**config.mk**
```make
export PLATFORM = sky130hd
export DESIGN_NAME = piso_serializer_flat
export DESIGN_NICKNAME = d
export VERILOG_FILES = /design/src/rtl/piso_serializer_if.sv /design/src/rtl/piso_serializer.sv /design/src/flat_wrapper.sv
export SDC_FILE = /design/constraint.sdc
export NUM_CORES = 1
export LEC_CHECK = 0
export ABC_CLOCK_PERIOD_IN_PS = 1300
export BUFFER_PORTS_ARGS = -buffer_cell sky130_fd_sc_hd__buf_2
export CAP_MARGIN = 20
export CORE_MARGIN = 8
export CORE_UTILIZATION = 46
export CTS_BUF_LIST = sky130_fd_sc_hd__clkbuf_16
export DETAILED_ROUTE_END_ITERATION = 7
export GPL_TIMING_DRIVEN = 0
export PLACE_DENSITY = 0.73
export SLEW_MARGIN = 20
export SYNTH_ARGS = -nofsm -noshare
export SYNTH_HDL_FRONTEND = slang
export SYNTH_SLANG_ARGS = --single-unit
```
**constraint.sdc**
```tcl
create_clock -name clk -period 1.3 [get_ports clk]
set_input_delay 0.26 -clock clk [delete_from_list [all_inputs] [get_ports clk]]
set_output_delay 0.26 -clock clk [all_outputs]
set_load 0.02 [all_outputs]
```
**src/rtl/piso_serializer_if.sv**
```systemverilog
// Handshake and serial-output bundle for piso_serializer.
//   master: word producer / serial consumer side (drives data_in, load_valid, flush)
//   slave : the serializer (drives load_ready and the serial outputs)
interface piso_serializer_if #(
    parameter int unsigned WIDTH = 4
);
    logic [WIDTH-1:0] data_in;
    logic             load_valid;
    logic             load_ready;
    logic             flush;
    logic             dout;
    logic             dout_valid;
    logic             frame_start;
    logic             frame_end;
    logic             busy;

    modport master (
        output data_in, load_valid, flush,
        input  load_ready, dout, dout_valid, frame_start, frame_end, busy
    );

    modport slave (
        input  data_in, load_valid, flush,
        output load_ready, dout, dout_valid, frame_start, frame_end, busy
    );
endinterface

```
**src/rtl/piso_serializer.sv**
```systemverilog
// Parallel-in/serial-out stage with a one-word holding register so that
// back-to-back words stream with no idle gap.
//   clk   : rising-edge clock
//   reset : asynchronous active-low reset
//   bus   : data_in/load_valid/load_ready handshake, flush, and the serial
//           outputs dout/dout_valid/frame_start/frame_end plus busy
module piso_serializer #(
    parameter int unsigned WIDTH     = 4,
    parameter bit          LSB_FIRST = 1'b0,
    parameter bit          IDLE_BIT  = 1'b0
) (
    input  logic               clk,
    input  logic               reset,
    piso_serializer_if.slave   bus
);
    localparam int unsigned CNT_W = $clog2(WIDTH);
    localparam logic [CNT_W-1:0] LAST_CNT = CNT_W'(WIDTH - 1);

    typedef enum logic {
        IDLE  = 1'b0,
        SHIFT = 1'b1
    } state_e;

    state_e             state_q, state_d;
    logic [WIDTH-1:0]   shift_q, shift_d;
    logic [WIDTH-1:0]   hold_q, hold_d;
    logic               hold_full_q, hold_full_d;
    logic [CNT_W-1:0]   cnt_q, cnt_d;

    logic               load_ready;
    logic               accept;
    logic               last_bit;

    // Ready only outside reset, with hold free and no flush pending.
    assign load_ready = reset && !hold_full_q && !bus.flush;
    assign accept     = bus.load_valid && load_ready;
    assign last_bit   = (state_q == SHIFT) && (cnt_q == LAST_CNT);

    // State register.
    always_ff @(posedge clk or negedge reset) begin
        if (!reset) begin
            state_q     <= IDLE;
            shift_q     <= '0;
            hold_q      <= '0;
            hold_full_q <= 1'b0;
            cnt_q       <= '0;
        end else begin
            state_q     <= state_d;
            shift_q     <= shift_d;
            hold_q      <= hold_d;
            hold_full_q <= hold_full_d;
            cnt_q       <= cnt_d;
        end
    end

    // Next-state logic.
    always_comb begin
        state_d     = state_q;
        shift_d     = shift_q;
        hold_d      = hold_q;
        hold_full_d = hold_full_q;
        cnt_d       = cnt_q;

        if (bus.flush) begin
            state_d     = IDLE;
            shift_d     = '0;
            hold_full_d = 1'b0;
            cnt_d       = '0;
        end else begin
            case (state_q)
                IDLE: begin
                    if (accept) begin
                        shift_d = bus.data_in;
                        cnt_d   = '0;
                        state_d = SHIFT;
                    end
                end
                SHIFT: begin
                    if (last_bit) begin
                        // Held word has priority; load_ready is low then, so no accept can collide.
                        cnt_d = '0;
                        if (hold_full_q) begin
                            shift_d     = hold_q;
                            hold_full_d = 1'b0;
                        end else if (accept) begin
                            shift_d = bus.data_in;
                        end else begin
                            state_d = IDLE;
                        end
                    end else begin
                        shift_d = LSB_FIRST ? (shift_q >> 1) : (shift_q << 1);
                        cnt_d   = cnt_q + CNT_W'(1);
                        if (accept) begin
                            hold_d      = bus.data_in;
                            hold_full_d = 1'b1;
                        end
                    end
                end
                default: state_d = IDLE;
            endcase
        end
    end

    // Moore outputs decoded from the registered state.
    always_comb begin
        bus.load_ready  = load_ready;
        bus.dout        = IDLE_BIT;
        bus.dout_valid  = 1'b0;
        bus.frame_start = 1'b0;
        bus.frame_end   = 1'b0;
        bus.busy        = hold_full_q;
        if (state_q == SHIFT) begin
            bus.dout        = LSB_FIRST ? shift_q[0] : shift_q[WIDTH-1];
            bus.dout_valid  = 1'b1;
            bus.frame_start = (cnt_q == '0);
            bus.frame_end   = (cnt_q == LAST_CNT);
            bus.busy        = 1'b1;
        end
    end
endmodule

```
**src/flat_wrapper.sv**
```systemverilog
// flat-port wrapper written by rule: the top's interface ports become plain ports
module piso_serializer_flat 
#(
    parameter int unsigned WIDTH     = 4,
    parameter bit          LSB_FIRST = 1'b0,
    parameter bit          IDLE_BIT  = 1'b0
)
  (clk, reset, bus_data_in, bus_load_valid, bus_flush, bus_load_ready, bus_dout, bus_dout_valid, bus_frame_start, bus_frame_end, bus_busy);
  piso_serializer_if #(.WIDTH(WIDTH)) bus_i ();
  input  logic clk;
  input  logic reset;
  input wire logic [$bits(bus_i.data_in)-1:0] bus_data_in;
  input wire logic [$bits(bus_i.load_valid)-1:0] bus_load_valid;
  input wire logic [$bits(bus_i.flush)-1:0] bus_flush;
  output wire logic [$bits(bus_i.load_ready)-1:0] bus_load_ready;
  output wire logic [$bits(bus_i.dout)-1:0] bus_dout;
  output wire logic [$bits(bus_i.dout_valid)-1:0] bus_dout_valid;
  output wire logic [$bits(bus_i.frame_start)-1:0] bus_frame_start;
  output wire logic [$bits(bus_i.frame_end)-1:0] bus_frame_end;
  output wire logic [$bits(bus_i.busy)-1:0] bus_busy;
  assign bus_i.data_in = bus_data_in;
  assign bus_i.load_valid = bus_load_valid;
  assign bus_i.flush = bus_flush;
  assign bus_load_ready = bus_i.load_ready;
  assign bus_dout = bus_i.dout;
  assign bus_dout_valid = bus_i.dout_valid;
  assign bus_frame_start = bus_i.frame_start;
  assign bus_frame_end = bus_i.frame_end;
  assign bus_busy = bus_i.busy;
  piso_serializer #(.WIDTH(WIDTH), .LSB_FIRST(LSB_FIRST), .IDLE_BIT(IDLE_BIT)) u_core (.clk(clk), .reset(reset), .bus(bus_i));
endmodule
```
== After elaboration in Yosys (flattened, before gate mapping) ==
Index checks and enable logic that the tools add are counted.
Cells by class
  $add $sub $neg: 1
  $mul: 0
  div/mod/pow operators: 0
  order comparisons: 0
  eq/ne operators: 2
  shift operators: 0
  muxes and demuxes: 23
  bitwise gates (word level): 3
  reductions and logical operators: 11
Operator list (number)
  $mux W4: 4
  $mux W1: 13
  $pmux W4 S2: 1
  $mux W2: 3
  $logic_and A1 B1 Y1: 4
  $pmux W2 S2: 1
  $reduce_and A4 Y1: 1
  $ne A3 B2 Y1 const B: 1
  $not A1 Y1: 3
  $reduce_bool A3 Y1: 1
  $add A2 B1 Y2 const B: 1
  $eq A2 B2 Y1 const B: 1
  $logic_not A1 Y1: 2
  $logic_not A2 Y1: 1
  $pmux W1 S2: 1
  $reduce_and A2 Y1: 1
  $reduce_bool A2 Y1: 1
Storage, ports and cells
  bits in registers: 12
  latch bits: 0
  RAM bits: 0
  bits in read-only memories: 0
  input bits: 8
  memories: 0

== Depth between registers and ports, before layout ==
  depth after elaboration: 9
  gate-level depth with buffers: 4
  depth with buffers taken out: 4

== Worst setup path after synthesis ==
No wires, ideal clock.
  kind: register -> register
  start point: register u_core.cnt_q[0]
  end point: register u_core.hold_q[0]
  setup time: 0.125 ns
  arrival: 1.270 ns
  setup slack: -0.095 ns
  cell stages (with the launch flop): 5
  buffers on the path: 0
  clock period less this slack: 1.395 ns
  cells stage by stage: dfrtp_1 -> ha_1 -> and2b_1 -> nand2_4 -> mux2_4
Between the ends
  cells in the longest elaborated chain, start to end: 4
RTL lines
  from (decl): line piso_serializer.sv:28  | logic [CNT_W-1:0] cnt_q, cnt_d;
  from (signal assigned): line piso_serializer.sv:52  | cnt_q <= cnt_d;
  $eq A2 B2 Y1: line piso_serializer.sv:37  | assign last_bit = (state_q == SHIFT) && (cnt_q == LAST_CNT);
  $logic_and A1 B1 Y1: line piso_serializer.sv:37
  $not A1 Y1 (no line)
  $reduce_and A4 Y1 (no line)
  to (signal assigned): line piso_serializer.sv:50  | hold_q <= hold_d;
  to (decl): line piso_serializer.sv:26  | logic [WIDTH-1:0] hold_q, hold_d;
No other way between the ends.
A chain may end at the register's enable or synchronous reset.

== Final worst setup path ==
  start point: register u_core.cnt_q[0]
  end point: output bus_frame_end
Between the ends
  cells in the longest elaborated chain, start to end: 2
RTL lines
  $eq A2 B2 Y1: line piso_serializer.sv:116  | bus.frame_end = (cnt_q == LAST_CNT);
  $mux W1: line piso_serializer.sv:112  | if (state_q == SHIFT) begin
  to (decl): line flat_wrapper.sv:19  | output wire logic [$bits(bus_i.frame_end)-1:0] bus_frame_end;
No other way between the ends.

==> out/metrics.csv <==
metric,value,unit
status,"finished, violations left",
violated checks,negative setup slack,
Initial Util,50.1,%
Final Cycle Share,108,%
CTS tree,built,
# DRC,0,
Die Span Y,53.9,um
max-capacitance violation count,0,
Reg2Reg Capture Point,u_core.hold_q[2]$_DFFE_PN0P_,
Syn Inst Count,59,
Switching Fraction,23.0,%
Clk pwr share,47.5,%
vias per inst,5.42,
insertion delay to the later sink of the worst-skew pair,0.24,ns
Total Wirelength,1780,um
power per cell area,1230,nW/um^2
biggest cell delay along the critical path,0.42,ns
CP Class,flop to output port,
worst reg2reg path depth,4,
Clock Pin Slew Worst Setup and Hold Paths,0.04,ns
Psw,0.000277,W
Synth Register Bits,12,
Critical R2R Launch,u_core.cnt_q[1]$_DFFE_PN0P_,
Mapped Avg Cell Area,11.2,sq um
H-tree level count,1,
Worst slew margin,61.0,%
worst setup margin,-0.105,ns
CP Launch Point,u_core.cnt_q[0]$_DFFE_PN0P_,
CORE AREA,1320,sq um
Critical Path RT,1.04,ns
Pint,0.000930,W
CP Max Fanout,7,
ratio of cells with drive above 1 in the final layout,48.3,%
full die area,2900,sq um
Die W,53.9,um
Area Overhead vs Synth,49.1,%
placed inst area,747,sq um
Gate power share,15.6,%
worst slew pin tran,0.583,ns
crit-path leading delay family,flip-flops,
Final #Nets,98,
largest net degree at the start of global routing,13,
Worst path depth,3,
GRT Total Usage,12.2,%
worst hold path class,input pin to flop,
CP arrival,1.14,ns
Syn. warnings,0,
Synth Net Count,69,
Yosys cell types,23,
register-to-register setup slack,-0.10,ns
RSZ-0062 raised after global routing,true,
"worst slack, placed",-0.273,ns
io pins,14,
P_leak,0.490,nW
Root Buffer,clkbuf_16,
n_diodes,0,
Crit. End Element,output port,
Reg area,302,sq um
Max Fclk,712,MHz
# setup viols final,13,
sequential cell fraction of total power,36.9,%
first-pass GRT wire length,2550,um
CTS max path bufs,2,
Multi-input gate area,378,sq um
CTS Buf Count,3,
crit path to,bus_frame_end,
DR iter-0 viols,9,
final instance area,985,sq um
Hold Crit Start,bus_flush,
minimum clock period,1.40,ns
Final Skew,0.000492,ns
Setup TNS,-1.06,ns
max-slew violation count,0,
DR pass1 iterations,4,
crit path launch type,flop,
total grt overflow,0,
CP cell instances,"ha_4, and2_4, buf_6",
DP HPWL,985,um
Placer Congestion,0.743,
Mapped Area,661,sq um
Final Util,74.7,%
Layout fillers,102,
initial antenna violation count,0,
port bufs,13,
Wirelength per Cell,17.5,um
Vias,553,
maximum VDD drop,0.896,mV
clock net sink count,12,
Hold Fails Final Rpt,0,
part of the Yosys area used for sequential elements,45.5,%
Crit path buffers/inverters,1,
slowest CP cell,dfrtp_1,
final antenna-violating net count,0,
vias in the first global route,570,
FP Rows,13,
through the flow:
stage                     hold slack, ns  total power [W]  cells
after floorplan                  -0.0356         0.000538     59
after global placement             0.161         0.000582     87
after detailed placement           0.160         0.000587     87
after CTS                          0.243          0.00118     98
after global routing               0.263          0.00124    102
final                              0.250          0.00121    102
repair_timing:
item                                   4_1_cts  5_1_grt
setup endpoints to repair                   14       15
hold buffers                                 1        0
setup buffers                                6        4
pin swaps                                    6        4
endpoints found under the hold margin       12        0
gates resized for setup                     10        9
power by group through the flow:
stage                     clock, W  combinational, W  sequential [W]
after detailed placement         0          0.000139        0.000448
after global placement           0          0.000137        0.000445
after floorplan                  0         0.0000974        0.000440
after global routing      0.000586          0.000204        0.000449
after CTS                 0.000567          0.000165        0.000445
final                     0.000573          0.000188        0.000446
cell type report:
class	instances	area share (%)
inverters	5	1.91
well taps	15	1.91
repair buffers	24	18.4
plain buffers	1	0.762
flip-flops and latches	12	30.6
multi-input cells	41	38.4
clock buffers	3	7.62
clock inverters	1	0.381
worst min path at each step:
stage	end	cells after the start
finish	u_core.cnt_q[1]$_DFFE_PN0P_	2
global route	u_core.cnt_q[1]$_DFFE_PN0P_	2
CTS	u_core.cnt_q[1]$_DFFE_PN0P_	2
detailed placement	u_core.hold_full_q$_DFFE_PN0P_	1
global placement	u_core.hold_full_q$_DFFE_PN0P_	1
floorplan	u_core.cnt_q[0]$_DFFE_PN0P_	0
cell usage in the layout, fill, tap and decap left out, types with 4 or more instances in the layout:
cell type and instances:
dfrtp_1 11, buf_2 9, mux2i_1 4, buf_4 10
a21oi_1 5, mux2_4 4
cells in the mapped netlist (all sizes together):
cell type / n / share of area (%)
dfrtp: 12 / 45
mux2: 7 / 14
a21oi: 5 / 3.8
inv: 5 / 2.8
mux2i: 4 / 6.1
and2: 3 / 2.8
nand2: 3 / 2.8
o21ai: 3 / 2.3
o31ai: 3 / 3.4
and2b: 2 / 2.3
ha: 2 / 3.8
nor3: 2 / 1.5
buf: 1 / 1.1
nand2b: 1 / 0.95
nand4: 1 / 0.95
nor3b: 1 / 1.1
nor4bb: 1 / 1.5
o21a: 1 / 1.1
or2: 1 / 0.95
or3: 1 / 0.95
flip-flops by register name, indices dropped and copies added, names as in the netlist:
register and count:
u_core.shift_q 4, u_core.hold_full_q 1, u_core.cnt_q 2, u_core.state_q 1, u_core.hold_q 4
cells by family after synthesis:
family	Yosys count	synth area share, %
AO/OA/AOI/OAI	12	10.6
adder cells (fa/ha/maj)	2	3.79
buffers and inverters	6	3.98
flip-flops	12	45.5
multiplexers	11	20.3
AND/OR/NAND/NOR	16	15.9
per-layer routing:
layer  routed length, um  part of all wire (%)  vias to the layer above  global-route usage [%]
met3                 109                   6.1                        7                    4.41
met2                 876                    49                       20                    19.9
met4                  49                   2.7                        0                    6.30
met1                 746                    42                      262                    13.8
met5                   0                     0                        -                       0
li1                    -                     -                      264                       -
Note: power is estimated with default switching activity, not from simulation.
